[config.mk]
export PLATFORM = sky130hd
export DESIGN_NAME = display_scan_controller_flat
export DESIGN_NICKNAME = d
export VERILOG_FILES = /design/src/rtl/display_scan_controller_pkg.sv /design/src/rtl/display_scan_controller_if.sv /design/src/rtl/display_scan_controller_period_counter.sv /design/src/rtl/display_scan_controller.sv /design/src/flat_wrapper.sv
export SDC_FILE = /design/constraint.sdc
export NUM_CORES = 1
export LEC_CHECK = 0
export BUFFER_PORTS_ARGS = -buffer_cell sky130_fd_sc_hd__buf_4
export CORE_MARGIN = 4
export CORE_UTILIZATION = 56
export DETAILED_ROUTE_END_ITERATION = 8
export PLACE_DENSITY = 0.76
export SKIP_CTS_REPAIR_TIMING = 1
export SLEW_MARGIN = 20
export SYNTH_ARGS = -nofsm -noshare
export SYNTH_HDL_FRONTEND = slang
export SYNTH_SLANG_ARGS = --single-unit
[constraint.sdc]
create_clock -name clk -period 6.2 [get_ports clk]
set_clock_uncertainty 0.1 [all_clocks]
set_input_delay 0.62 -clock clk [delete_from_list [all_inputs] [get_ports clk]]
set_output_delay 0.62 -clock clk [all_outputs]
set_load 0.01 [all_outputs]
[src/rtl/display_scan_controller_pkg.sv]
// -----------------------------------------------------------------------------
// display_scan_controller_pkg
// Shared definitions for the 4-digit display scan controller:
//   - FSM state encoding (IDLE / SHOW / BLANK)
//   - ANODE_OFF: all anodes dark (active-low enables)
//   - cnt_width(): cycle-counter width for a given PRESCALE / BLANK_CYCLES pair
// -----------------------------------------------------------------------------
package display_scan_controller_pkg;

    localparam logic [1:0] ST_IDLE  = 2'd0;
    localparam logic [1:0] ST_SHOW  = 2'd1;
    localparam logic [1:0] ST_BLANK = 2'd2;

    localparam logic [3:0] ANODE_OFF = 4'b1111;

    // Wide enough to hold PRESCALE-1 and BLANK_CYCLES-1; never below 1 bit.
    function automatic int cnt_width(input int prescale, input int blank_cycles);
        int longest;
        longest = (prescale > blank_cycles) ? prescale : blank_cycles;
        if (longest < 2) begin
            longest = 2;
        end
        return $clog2(longest);
    endfunction

endpackage

[src/rtl/display_scan_controller_if.sv]
// -----------------------------------------------------------------------------
// display_scan_if
// Control/scan bundle between a display driver (master) and the scan
// controller (slave).
//   en          master->slave  scan enable, 0 = display off
//   blank_mask  master->slave  bit k = 1 keeps digit k dark
//   sel         slave->master  4:1 digit mux select (sel[1]=s1, sel[0]=s0)
//   an          slave->master  active-low anode enables
//   scan_tick   slave->master  one-cycle pulse per digit advance
//   frame_done  slave->master  one-cycle pulse when sel wraps 3->0
// -----------------------------------------------------------------------------
interface display_scan_if;

    logic       en;
    logic [3:0] blank_mask;
    logic [1:0] sel;
    logic [3:0] an;
    logic       scan_tick;
    logic       frame_done;

    modport master (
        output en,
        output blank_mask,
        input  sel,
        input  an,
        input  scan_tick,
        input  frame_done
    );

    modport slave (
        input  en,
        input  blank_mask,
        output sel,
        output an,
        output scan_tick,
        output frame_done
    );

endinterface

[src/rtl/display_scan_controller_period_counter.sv]
// -----------------------------------------------------------------------------
// period_counter
// Free-running cycle counter with a run-time terminal count. Counts
// 0..i_tc_value and wraps to 0 on the cycle after o_tc; i_clear forces 0 and
// wins over i_enable.
//   clk, rst_n   clock, asynchronous active-low reset
//   i_clear      synchronous clear
//   i_enable     advance the count
//   i_tc_value   terminal count (last value before wrap)
//   o_tc         high while the count equals i_tc_value
// -----------------------------------------------------------------------------
module period_counter #(
    parameter int WIDTH = 2
) (
    input  logic             clk,
    input  logic             rst_n,
    input  logic             i_clear,
    input  logic             i_enable,
    input  logic [WIDTH-1:0] i_tc_value,
    output logic             o_tc
);

    logic [WIDTH-1:0] r_count;

    assign o_tc = (r_count == i_tc_value);

    // NOTE: sequential state uses non-blocking (<=) so every flop samples
    // pre-edge values regardless of block evaluation order.
    always_ff @(posedge clk or negedge rst_n) begin
        if (!rst_n) begin
            r_count <= '0;
        end else if (i_clear) begin
            r_count <= '0;
        end else if (i_enable) begin
            r_count <= o_tc ? '0 : r_count + WIDTH'(1);
        end
    end

endmodule

[src/rtl/display_scan_controller.sv]
// -----------------------------------------------------------------------------
// display_scan_controller
// Time-multiplexes a 4-digit common-anode display. Each digit is lit for
// PRESCALE cycles, followed by BLANK_CYCLES dark cycles while the external
// mux settles on the next digit. All outputs are registered.
//   PRESCALE      cycles each digit is shown (>= 2)
//   BLANK_CYCLES  dark cycles between digits (0 disables blanking)
//   clk, rst_n    clock, asynchronous active-low reset
//   scan          display_scan_if.slave (en, blank_mask in; sel, an,
//                 scan_tick, frame_done out)
// -----------------------------------------------------------------------------
module display_scan_controller
    import display_scan_controller_pkg::*;
#(
    parameter int PRESCALE     = 100000,
    parameter int BLANK_CYCLES = 1000
) (
    input  logic          clk,
    input  logic          rst_n,
    display_scan_if.slave scan
);

    localparam int CNT_W = cnt_width(PRESCALE, BLANK_CYCLES);
    localparam logic [CNT_W-1:0] SHOW_TC  = CNT_W'(PRESCALE - 1);
    localparam logic [CNT_W-1:0] BLANK_TC = CNT_W'((BLANK_CYCLES > 0) ? BLANK_CYCLES - 1 : 0);

    // Active-low anode for the selected digit unless it is masked dark.
    function automatic logic [3:0] anode_for(input logic [1:0] sel, input logic [3:0] mask);
        logic [3:0] one_hot;
        one_hot = 4'b0001 << sel;
        return mask[sel] ? ANODE_OFF : ~one_hot;
    endfunction

    // NOTE: reset asserts asynchronously but releases through two flops, so
    // the FSM only starts once r_run has been clocked in cleanly.
    logic r_sync_meta;
    logic r_run;

    always_ff @(posedge clk or negedge rst_n) begin
        if (!rst_n) begin
            r_sync_meta <= 1'b0;
            r_run       <= 1'b0;
        end else begin
            r_sync_meta <= 1'b1;
            r_run       <= r_sync_meta;
        end
    end

    logic [1:0] r_state;
    logic [1:0] r_sel;
    logic [3:0] r_an;
    logic       r_scan_tick;
    logic       r_frame_done;

    logic       w_tc;
    logic       w_cnt_clear;
    logic [CNT_W-1:0] w_tc_value;

    // The counter wraps by itself on terminal count, which is exactly the
    // SHOW<->BLANK boundary; it only needs an explicit clear when not scanning.
    assign w_cnt_clear = !r_run || !scan.en || (r_state == ST_IDLE);
    assign w_tc_value  = (r_state == ST_BLANK) ? BLANK_TC : SHOW_TC;

    period_counter #(
        .WIDTH (CNT_W)
    ) u_period_counter (
        .clk        (clk),
        .rst_n      (rst_n),
        .i_clear    (w_cnt_clear),
        .i_enable   (1'b1),
        .i_tc_value (w_tc_value),
        .o_tc       (w_tc)
    );

    logic [1:0] w_state_nxt;
    logic [1:0] w_sel_nxt;
    logic [3:0] w_an_nxt;
    logic       w_tick_nxt;
    logic       w_frame_nxt;

    // NOTE: every output of this block gets a default first, so no path can
    // leave a value unassigned and infer a latch.
    always_comb begin
        w_state_nxt = r_state;
        w_sel_nxt   = r_sel;
        w_an_nxt    = ANODE_OFF;
        w_tick_nxt  = 1'b0;
        w_frame_nxt = 1'b0;

        if (!r_run || !scan.en) begin
            // Disable wins over terminal count: no pulse, restart at digit 0.
            w_state_nxt = ST_IDLE;
            w_sel_nxt   = 2'd0;
        end else begin
            case (r_state)
                ST_IDLE: begin
                    w_state_nxt = ST_SHOW;
                    w_sel_nxt   = 2'd0;
                    w_an_nxt    = anode_for(2'd0, scan.blank_mask);
                end
                ST_SHOW: begin
                    if (w_tc) begin
                        w_sel_nxt   = r_sel + 2'd1;
                        w_tick_nxt  = 1'b1;
                        w_frame_nxt = (r_sel == 2'd3);
                        if (BLANK_CYCLES == 0) begin
                            w_state_nxt = ST_SHOW;
                            w_an_nxt    = anode_for(r_sel + 2'd1, scan.blank_mask);
                        end else begin
                            w_state_nxt = ST_BLANK;
                        end
                    end else begin
                        w_an_nxt = anode_for(r_sel, scan.blank_mask);
                    end
                end
                ST_BLANK: begin
                    // sel already points at the next digit; light it once the
                    // dark interval ends.
                    if (w_tc) begin
                        w_state_nxt = ST_SHOW;
                        w_an_nxt    = anode_for(r_sel, scan.blank_mask);
                    end
                end
                default: begin
                    w_state_nxt = ST_IDLE;
                    w_sel_nxt   = 2'd0;
                end
            endcase
        end
    end

    always_ff @(posedge clk or negedge rst_n) begin
        if (!rst_n) begin
            r_state      <= ST_IDLE;
            r_sel        <= 2'd0;
            r_an         <= ANODE_OFF;
            r_scan_tick  <= 1'b0;
            r_frame_done <= 1'b0;
        end else begin
            r_state      <= w_state_nxt;
            r_sel        <= w_sel_nxt;
            r_an         <= w_an_nxt;
            r_scan_tick  <= w_tick_nxt;
            r_frame_done <= w_frame_nxt;
        end
    end

    assign scan.sel        = r_sel;
    assign scan.an         = r_an;
    assign scan.scan_tick  = r_scan_tick;
    assign scan.frame_done = r_frame_done;

endmodule

[src/flat_wrapper.sv]
// flat-port wrapper written by rule: the top's interface ports become plain ports
module display_scan_controller_flat import display_scan_controller_pkg::*;
#(
    parameter int PRESCALE     = 100000,
    parameter int BLANK_CYCLES = 1000
)
  (clk, rst_n, scan_en, scan_blank_mask, scan_sel, scan_an, scan_scan_tick, scan_frame_done);
  display_scan_if scan_i ();
  input  logic clk;
  input  logic rst_n;
  input wire logic [$bits(scan_i.en)-1:0] scan_en;
  input wire logic [$bits(scan_i.blank_mask)-1:0] scan_blank_mask;
  output wire logic [$bits(scan_i.sel)-1:0] scan_sel;
  output wire logic [$bits(scan_i.an)-1:0] scan_an;
  output wire logic [$bits(scan_i.scan_tick)-1:0] scan_scan_tick;
  output wire logic [$bits(scan_i.frame_done)-1:0] scan_frame_done;
  assign scan_i.en = scan_en;
  assign scan_i.blank_mask = scan_blank_mask;
  assign scan_sel = scan_i.sel;
  assign scan_an = scan_i.an;
  assign scan_scan_tick = scan_i.scan_tick;
  assign scan_frame_done = scan_i.frame_done;
  display_scan_controller #(.PRESCALE(PRESCALE), .BLANK_CYCLES(BLANK_CYCLES)) u_core (.clk(clk), .rst_n(rst_n), .scan(scan_i));
endmodule
==> impl_metrics.py, run 1 <==
metrics = {
    "routing": {
        "drc": 0,
        "drt_pass1_iterations": 4,
        "routed_wl_mm": 2.460,
        "ant_nets": 0,
        "via_per_inst": 5.514,
        "vias": 1009,
        "drtIter0Drc": 28,
        "wl_per_cell_um": 13.44,
    },
    "worst_setup_path": {
        "cp_slowest_stage_delay_ps": 540,
        "cp.required_ps": 6270,
        "cp-startpoint": "u_core.u_period_counter.r_count[4]$_DFF_PN0_",
        "worst_setup_path_end_kind": "register",
        "reg2reg_to": "u_core.u_period_counter.r_count[12]$_DFF_PN0_",
        "r2r-start": "u_core.u_period_counter.r_count[4]$_DFF_PN0_",
        "critical_path_class": "reg2reg",
        "rrSetupSlack_ps": 3380,
        "cp_num_buf_inv": 0,
        "cpLargestDelayFamily": "simple AND/OR/NAND/NOR gates",
        "critPathMaxFanout": 17,
        "path_cells": "or4b_1 -> or4b_4 -> a211oi_4 -> or3_1 -> nor2_1",
        "startpoint_type": "register",
        "reg2reg_depth": 5,
        "critical_path_arrival_ps": 2900,
        "crit_path_top_delay_cell": "or4b_4",
    },
    "logic_synthesis": {
        "async_flop_share_pct": 100.0,
        "synth.distinct_cells": 37,
        "syn_area_per_cell_sq_um": 10.70,
        "synth_cells": 133,
        "syn_area_sq_um": 1423,
        "synth_seq_cells": 29,
        "ys.flop_type": "dfrtp_1",
        "synth_nets": 145,
        "ys_seq_area_share_pct": 51.36,
        "ys_warn_count": 0,
        "synth_edf_count": 0,
    },
    "min_path": {
        "hp-class": "in2async",
    },
    "sta": {
        "max_slew_margin_pct": 62.66,
        "finalSetupViolCount": 0,
        "fmaxAchievable_mhz": 354.3,
        "fin_crit_sh_pct": 45.53,
        "drv_slew": 0,
        "hold_ws_ps": 94.76,
        "final-hold-violation-count": 0,
        "layout_min_cycle_time_ps": 2823,
        "setup_ws_ps": 3377,
        "setup_tns_ps": 0,
        "worst_pin_slew_ps": 560.1,
        "rsz0062_at_grt": "false",
    },
    "layout": {
        "drive_above_1_share_pct": 23.53,
        "area_growth_pct": 13.10,
        "fillCellCount": 196,
        "n_antenna_cell": 0,
        "final_net_count": 164,
    },
    "floorplan": {
        "die_w_um": 58.40,
        "fp.dieArea_sq_um": 3411,
        "initial_core_util_pct": 57.95,
        "num_io_pins": 15,
        "rows": 18,
        "die_y_um": 58.40,
        "core_region_area_sq_um": 2455,
    },
    "global_route": {
        "antenna_found_initial": 0,
        "grt_pass1_vias": 922,
        "grt_pass1_wl_mm": 4.236,
        "grt_use_total_pct": 16.53,
        "grt_max_degree": 30,
        "overflow": 0,
    },
    "place": {
        "place.port_buffers": 14,
        "gp_congestion": 0.8154,
        "place_ws_ps": 3381,
        "dp_hpwl_mm": 1.783,
    },
    "clock_network": {
        "clockBufferDepth": 2,
        "cts_tree": "done",
        "cts_root_buf": "clkbuf_4",
        "htreeDepth": 2,
        "cts.sink_count": 29,
        "cts_buffers": 5,
        "clk_latency_ps": 320,
        "cts.clk_slew.worst_paths_ps": 90,
    },
    "pwr": {
        "cellLeakagePower_nw": 0.6568,
        "peakVddDrop_uv": 154.7,
        "p_per_area_nw_per_um2": 206.7,
        "finalPower_uw": 332.6,
    },
    "outcome": {
        "status": "complete, no violations",
    },
    "run": {
        "cap_violations": 0,
    },
}
==> final cells by class <==
class,count,area (sq um),area share [%]
flip-flops and latches,29,730.7,45.41
multi-input cells,97,646.9,40.20
repair buffers,14,105.1,6.532
clock buffers,7,65.06,4.044
well taps,30,37.54,2.333
inverters,5,18.77,1.166
clock inverters,1,5.005,0.3110
==> logic make-up (layout without fill, tap and decap cells) <==
logic type,after synthesis,in the layout,share of synthesized area [%]
other,1,1,0.2636
buffers and inverters,7,27,3.166
AOI/OAI and AO/OA,7,7,4.398
and+or+nand+nor,66,66,24.10
muxes,3,3,3.078
adders and majority gates,5,5,4.398
xor gates and xnor gates,15,15,9.235
DFF,29,29,51.36
==> metrics by stage <==
step	utilization, %	cells	area, sq um
finish	65.55	183	1609
global route	65.55	183	1609
floorplan	-	133	1423
CTS	65.55	183	1609
detailed placement	62.69	175	1539
global placement	62.69	175	1539
==> sequential cells by signal, summed over array words and instances, names as in the netlist <==
| signal | flops |
|---|---|
| u_core.r_run | 1 |
| u_core.r_state | 2 |
| u_core.r_sync_meta | 1 |
| u_core.scan.an | 4 |
| u_core.scan.frame_done | 1 |
| u_core.scan.scan_tick | 1 |
| u_core.scan.sel | 2 |
| u_core.u_period_counter.r_count | 17 |
==> worst max-delay path by stage <==
stage | slack [ps] | end | cells after the start
after detailed placement | 3380 | u_core.u_period_counter.r_count[12]$_DFF_PN0_ | 5
after global routing | 3200 | u_core.u_period_counter.r_count[12]$_DFF_PN0_ | 5
final | 3380 | u_core.u_period_counter.r_count[12]$_DFF_PN0_ | 5
after global placement | 3420 | u_core.u_period_counter.r_count[7]$_DFF_PN0_ | 5
after floorplan | 3720 | u_core.u_period_counter.r_count[10]$_DFF_PN0_ | 7
after CTS | 3350 | u_core.u_period_counter.r_count[12]$_DFF_PN0_ | 5
==> cells in the mapped netlist, drive strengths merged (2+ instances only) <==
cell type   n  area share [%]
a211oi      2             1.9
and3        2            0.97
dfrtp      25              44
nand2       5             1.3
a21oi       2            0.70
nand4       4             1.8
nand2b      2            0.88
or4         2             1.1
xnor2       8             4.9
nor2       28             7.4
ha          5             4.4
xor2        7             4.3
nand3      12             4.2
or4b        2             1.7
inv         5             1.3
buf         2             1.8
dfstp       4             7.4
==> layout by cell type (no fill, tap or decap), drive strengths merged, types with 5 or more instances in the layout <==
| master | instances |
|---|---|
| xor2 | 7 |
| nand3 | 12 |
| clkbuf | 7 |
| inv | 5 |
| xnor2 | 8 |
| dfrtp | 25 |
| nand2 | 5 |
| ha | 5 |
| buf | 14 |
| nor2 | 28 |
==> where the power goes <==
group / total (mW) / switching, mW / internal (mW)
registers: 0.192 / 0.000931 / 0.191
clock network: 0.129 / 0.0634 / 0.0656
logic: 0.0118 / 0.00738 / 0.00447
==> layer usage <==
metal	up-vias	wire, um	track usage [%]
met2	14	1197	26.48
met4	0	33	5.960
met3	6	89	4.605
li1	494	-	-
met5	-	0	0
met1	495	1140	21.43
Power figures use the tool's default switching activity.
==> run 2, diff against run 1 <==
clock period = 2.8 ns   (was 6.2 ns; I/O delays follow)
==> impl_metrics.py, run 2 (synthesis results as in run 1) <==
metrics = {
    "outcome": {
        "status": "complete, no violations",
    },
    "global_route": {
        "grt_max_degree": 30,
        "grt_use_total_pct": 17.02,
        "grt_pass1_vias": 967,
        "overflow": 0,
        "grt_pass1_wl_mm": 4.257,
        "antenna_found_initial": 0,
    },
    "routing": {
        "drc": 0,
        "drt_pass1_iterations": 4,
        "ant_nets": 0,
        "routed_wl_mm": 2.555,
        "via_per_inst": 5.519,
        "wl_per_cell_um": 13.81,
        "vias": 1021,
        "drtIter0Drc": 25,
    },
    "clock_network": {
        "clk_latency_ps": 330,
        "cts.clk_slew.worst_paths_ps": 100,
        "cts.sink_count": 29,
        "clockBufferDepth": 2,
        "htreeDepth": 2,
        "cts_tree": "done",
        "cts_buffers": 5,
        "cts_root_buf": "clkbuf_4",
    },
    "floorplan": {
        "die_w_um": 58.40,
        "fp.dieArea_sq_um": 3411,
        "initial_core_util_pct": 57.95,
        "die_y_um": 58.40,
        "rows": 18,
        "num_io_pins": 15,
        "core_region_area_sq_um": 2455,
    },
    "worst_setup_path": {
        "r2r-start": "u_core.u_period_counter.r_count[4]$_DFF_PN0_",
        "critical_path_arrival_ps": 2770,
        "startpoint_type": "register",
        "worst_setup_path_end_kind": "register",
        "critical_path_class": "reg2reg",
        "cp-startpoint": "u_core.u_period_counter.r_count[4]$_DFF_PN0_",
        "cp.required_ps": 2950,
        "critPathMaxFanout": 9,
    },
    "pwr": {
        "power.switching_uw": 166.2,
        "peakVddDrop_uv": 408.8,
        "p_int_uw": 529.4,
        "finalPower_uw": 695.6,
        "pwr-share-seq_pct": 61.0,
        "p_per_area_nw_per_um2": 427.3,
        "switching_share_pct": 23.89,
        "combPwrFrac_pct": 4.3,
        "pwr-share-clk_pct": 34.7,
        "cellLeakagePower_nw": 0.6627,
    },
    "layout": {
        "final_util_pct": 66.31,
        "fillCellCount": 193,
        "seqCellArea_sq_um": 730.7,
        "multi_input_area_sq_um": 650.6,
        "n_antenna_cell": 0,
        "final_common_cell": "nor2_1",
        "drive_above_1_share_pct": 24.52,
        "top_register": "u_core.u_period_counter.r_count",
        "final_net_count": 166,
        "area_growth_pct": 14.42,
        "largest_reg_flops": 17,
        "mostFrequentLayoutCells": "nor2_1, dfrtp_1, buf_4, nand3_1, xnor2_1",
    },
    "sta": {
        "drv_slew": 0,
        "setup_ws_ps": 174.0,
        "finalSetupViolCount": 0,
        "layout_min_cycle_time_ps": 2626,
        "final-hold-violation-count": 0,
        "fin_crit_sh_pct": 93.78,
        "max_slew_margin_pct": 65.80,
        "worst_pin_slew_ps": 509.1,
        "setup_tns_ps": 0,
        "fmaxAchievable_mhz": 380.8,
        "rsz0062_at_grt": "false",
    },
    "place": {
        "gp_congestion": 0.8864,
        "place.port_buffers": 14,
        "place_ws_ps": 138.0,
        "dp_hpwl_mm": 1.859,
    },
    "min_path": {
        "hp-class": "in2reg",
        "hp-start": "scan_blank_mask[0]",
    },
    "run": {
        "cap_violations": 0,
    },
}
## run 2: cell count changes in the layout (fill, tap and decap cells not counted), sizes merged
cell	before	now
clkbuf	7	5
buf	14	15
clkinv	1	2
clkinvlp	0	1
dlygate4sd3	0	1
## run 2: metal layers
layer / track usage (%) / part of all wire (%) / vias to the layer above
li1: - / - / 498
met1: 18.96 / 41 / 496
met2: 29.51 / 52 / 21
met3: 5.921 / 5.0 / 6
met4: 6.954 / 1.8 / 0
met5: 0 / 0 / -
## run 2: critical path: stages, from the launching register on
cell      delay (ps)
dfrtp_1          450
or4b_1           530
or4b_4           540
a211oi_4         440
mux2i_2          350
nand3_1          140
## run 2: per-stage QoR
stage          cells  hold WS [ps]  area [sq um]
2_1_floorplan    133        -115.6          1423
3_3_place_gp     176         113.3          1559
3_5_place_dp     176         116.2          1559
4_1_cts          184        -253.5          1614
5_1_grt          185         165.3          1628
6_report         185         181.7          1628
## run 2: area by class of cell
cell class                 count  area share [%]
inverter                       5           1.153
sequential                    29           44.89
clock buffer                   5           2.306
multi-input combinational     97           39.97
clock inverter                 3           1.076
timing repair buffer          16           8.301
tap                           30           2.306
## run 2: path summary, 6_finish.rpt
kind	endpoint	slack, ps	cells past startpoint
max in group asynchronous	u_core.scan.an[2]$_DFF_PN1_	2000	2
worst max register to register	u_core.scan.an[2]$_DFF_PN1_	170	5
worst max-delay path	u_core.scan.an[2]$_DFF_PN1_	170	5
min in group asynchronous	u_core.scan.frame_done$_DFF_PN0_	300	2
worst min-delay path	u_core.scan.an[0]$_DFF_PN1_	180	3
worst min register to register	u_core.r_run$_DFF_PN0_	260	0
## run 2: power by group through the flow
stage               Clock [mW]  Sequential (mW)  Combinational, mW
CTS                      0.251            0.425             0.0290
detailed placement           0            0.433             0.0290
finish                   0.241            0.424             0.0299
global route             0.272            0.425             0.0339
floorplan                    0            0.433             0.0108
global placement             0            0.432             0.0280
==> run 3, diff against run 2 <==
CORE_ASPECT_RATIO = 1.5   (was not set)
==> impl_metrics.py, run 3 (synthesis results as in run 1) <==
metrics = {
    "clock_network": {
        "cts_tree": "done",
        "cts_root_buf": "clkbuf_4",
        "cts_buffers": 5,
        "cts.clk_slew.worst_paths_ps": 90,
        "cts.sink_count": 29,
        "clk_latency_ps": 330,
        "clockBufferDepth": 2,
        "htreeDepth": 2,
    },
    "sta": {
        "max_slew_margin_pct": 65.48,
        "layout_min_cycle_time_ps": 2527,
        "drv_slew": 0,
        "fmaxAchievable_mhz": 395.7,
        "setup_tns_ps": 0,
        "fin_crit_sh_pct": 90.26,
        "worst_pin_slew_ps": 513.8,
        "rsz0062_at_grt": "false",
        "finalSetupViolCount": 0,
        "final-hold-violation-count": 0,
    },
    "worst_setup_path": {
        "r2r-start": "u_core.u_period_counter.r_count[4]$_DFF_PN0_",
        "critPathMaxFanout": 6,
        "critical_path_arrival_ps": 2680,
        "worst_setup_path_end_kind": "register",
        "reg2reg_depth": 5,
        "startpoint_type": "register",
        "cp.required_ps": 2950,
        "reg2reg_to": "u_core.scan.an[0]$_DFF_PN1_",
        "critical_path_class": "reg2reg",
        "cp_slowest_stage_delay_ps": 540,
        "crit_path_top_delay_cell": "or4b_4",
        "rrSetupSlack_ps": 270,
        "path_cells": "or4b_1 -> or4b_4 -> a211oi_4 -> mux2i_1 -> a31oi_1",
    },
    "pwr": {
        "cellLeakagePower_nw": 0.6749,
        "peakVddDrop_uv": 435.6,
        "p_per_area_nw_per_um2": 494.0,
        "finalPower_uw": 810.9,
    },
    "layout": {
        "stdcell_count": 180,
        "n_antenna_cell": 0,
        "final_common_cell": "nor2_1",
        "top_register": "u_core.u_period_counter.r_count",
        "final_util_pct": 67.01,
        "area_growth_pct": 15.39,
        "largest_reg_flops": 17,
        "mostFrequentLayoutCells": "nor2_1, dfrtp_1, buf_4, nand3_1, xnor2_1",
        "drive_above_1_share_pct": 23.72,
        "final_net_count": 167,
    },
    "global_route": {
        "grt_pass1_wl_mm": 4.664,
        "grt_pass1_vias": 1054,
        "grt_use_total_pct": 18.29,
        "overflow": 0,
        "grt_max_degree": 30,
        "antenna_found_initial": 0,
    },
    "routing": {
        "drc": 0,
        "drtIter0Drc": 24,
        "drt_pass1_iterations": 4,
        "wl_per_cell_um": 14.43,
        "ant_nets": 0,
        "routed_wl_mm": 2.598,
        "vias": 1009,
        "via_per_inst": 5.606,
    },
    "min_path": {
        "hold_path_depth": 3,
        "hp-class": "in2reg",
        "hp-start": "scan_blank_mask[0]",
        "worst_hold_path.endpoint": "u_core.scan.an[0]$_DFF_PN1_",
    },
    "floorplan": {
        "die_w_um": 49.16,
        "fp.dieArea_sq_um": 3428,
        "core_region_area_sq_um": 2450,
        "initial_core_util_pct": 58.07,
        "die_y_um": 69.73,
        "rows": 22,
        "num_io_pins": 15,
    },
    "place": {
        "dp_hpwl_mm": 1.939,
        "place.port_buffers": 14,
        "gp_congestion": 0.8471,
        "dp_cells": 171,
    },
    "outcome": {
        "status": "complete, no violations",
    },
    "run": {
        "cap_violations": 0,
    },
}
## run 3: changes by cell type in the layout (fill, tap and decap cells not counted)
| cell | before | now |
|---|---|---|
| buf_12 | 1 | 0 |
| buf_4 | 14 | 16 |
| bufinv_16 | 0 | 1 |
| clkbuf_1 | 0 | 1 |
| clkbuf_8 | 0 | 1 |
| clkinv_2 | 2 | 0 |
| clkinvlp_4 | 1 | 0 |
| mux2i_1 | 0 | 1 |
| mux2i_2 | 1 | 0 |
## run 3: per-stage QoR
step	hold slack [ps]	setup slack [ps]	area, sq um
floorplan	-115.6	321.0	1423
global placement	112.4	339.9	1546
detailed placement	122.5	276.4	1546
CTS	-243.3	255.7	1632
global route	194.0	102.8	1642
finish	184.4	272.6	1642
## run 3: report_power, final
| group | internal, mW | leakage, nW | switching (mW) |
|---|---|---|---|
| combinational | 0.0113 | 0.244 | 0.0167 |
| sequential | 0.423 | 0.386 | 0.00200 |
| clock | 0.213 | 0.0455 | 0.145 |
## run 3: area by class of cell
cell class | instances | area (sq um)
inverters | 5 | 18.77
repair buffers | 17 | 130.1
clock buffers | 7 | 55.05
fillers | 191 | 808.3
clock inverters | 1 | 30.03
multi-input cells | 97 | 646.9
flip-flops and latches | 29 | 730.7
well taps | 24 | 30.03
## run 3: worst max-delay path by stage
stage / cells after the start / endpoint / start / slack [ps]
3_5_place_dp: 5 / u_core.scan.an[0]$_DFF_PN1_ / u_core.u_period_counter.r_count[10]$_DFF_PN0_ / 280
5_1_grt: 5 / u_core.scan.an[0]$_DFF_PN1_ / u_core.u_period_counter.r_count[4]$_DFF_PN0_ / 100
2_1_floorplan: 7 / u_core.u_period_counter.r_count[13]$_DFF_PN0_ / u_core.u_period_counter.r_count[4]$_DFF_PN0_ / 320
4_1_cts: 5 / u_core.scan.an[0]$_DFF_PN1_ / u_core.u_period_counter.r_count[4]$_DFF_PN0_ / 260
6_report: 5 / u_core.scan.an[0]$_DFF_PN1_ / u_core.u_period_counter.r_count[4]$_DFF_PN0_ / 270
3_3_place_gp: 5 / u_core.scan.an[0]$_DFF_PN1_ / u_core.u_period_counter.r_count[4]$_DFF_PN0_ / 340
## run 3: per-layer routing
metal  vias up  wire, um  track usage, %
li1        496         -               -
met5         -         0               0
met1       486      1013           18.62
met2        19      1396           31.34
met3         8       114           6.452
met4         0        74           10.76
## run 3: critical path, delay by kind of cell (launching register included)
family	cells	cell delay, ps
mux	1	370
flops	1	440
simple gates	2	1070
compound gates	2	460
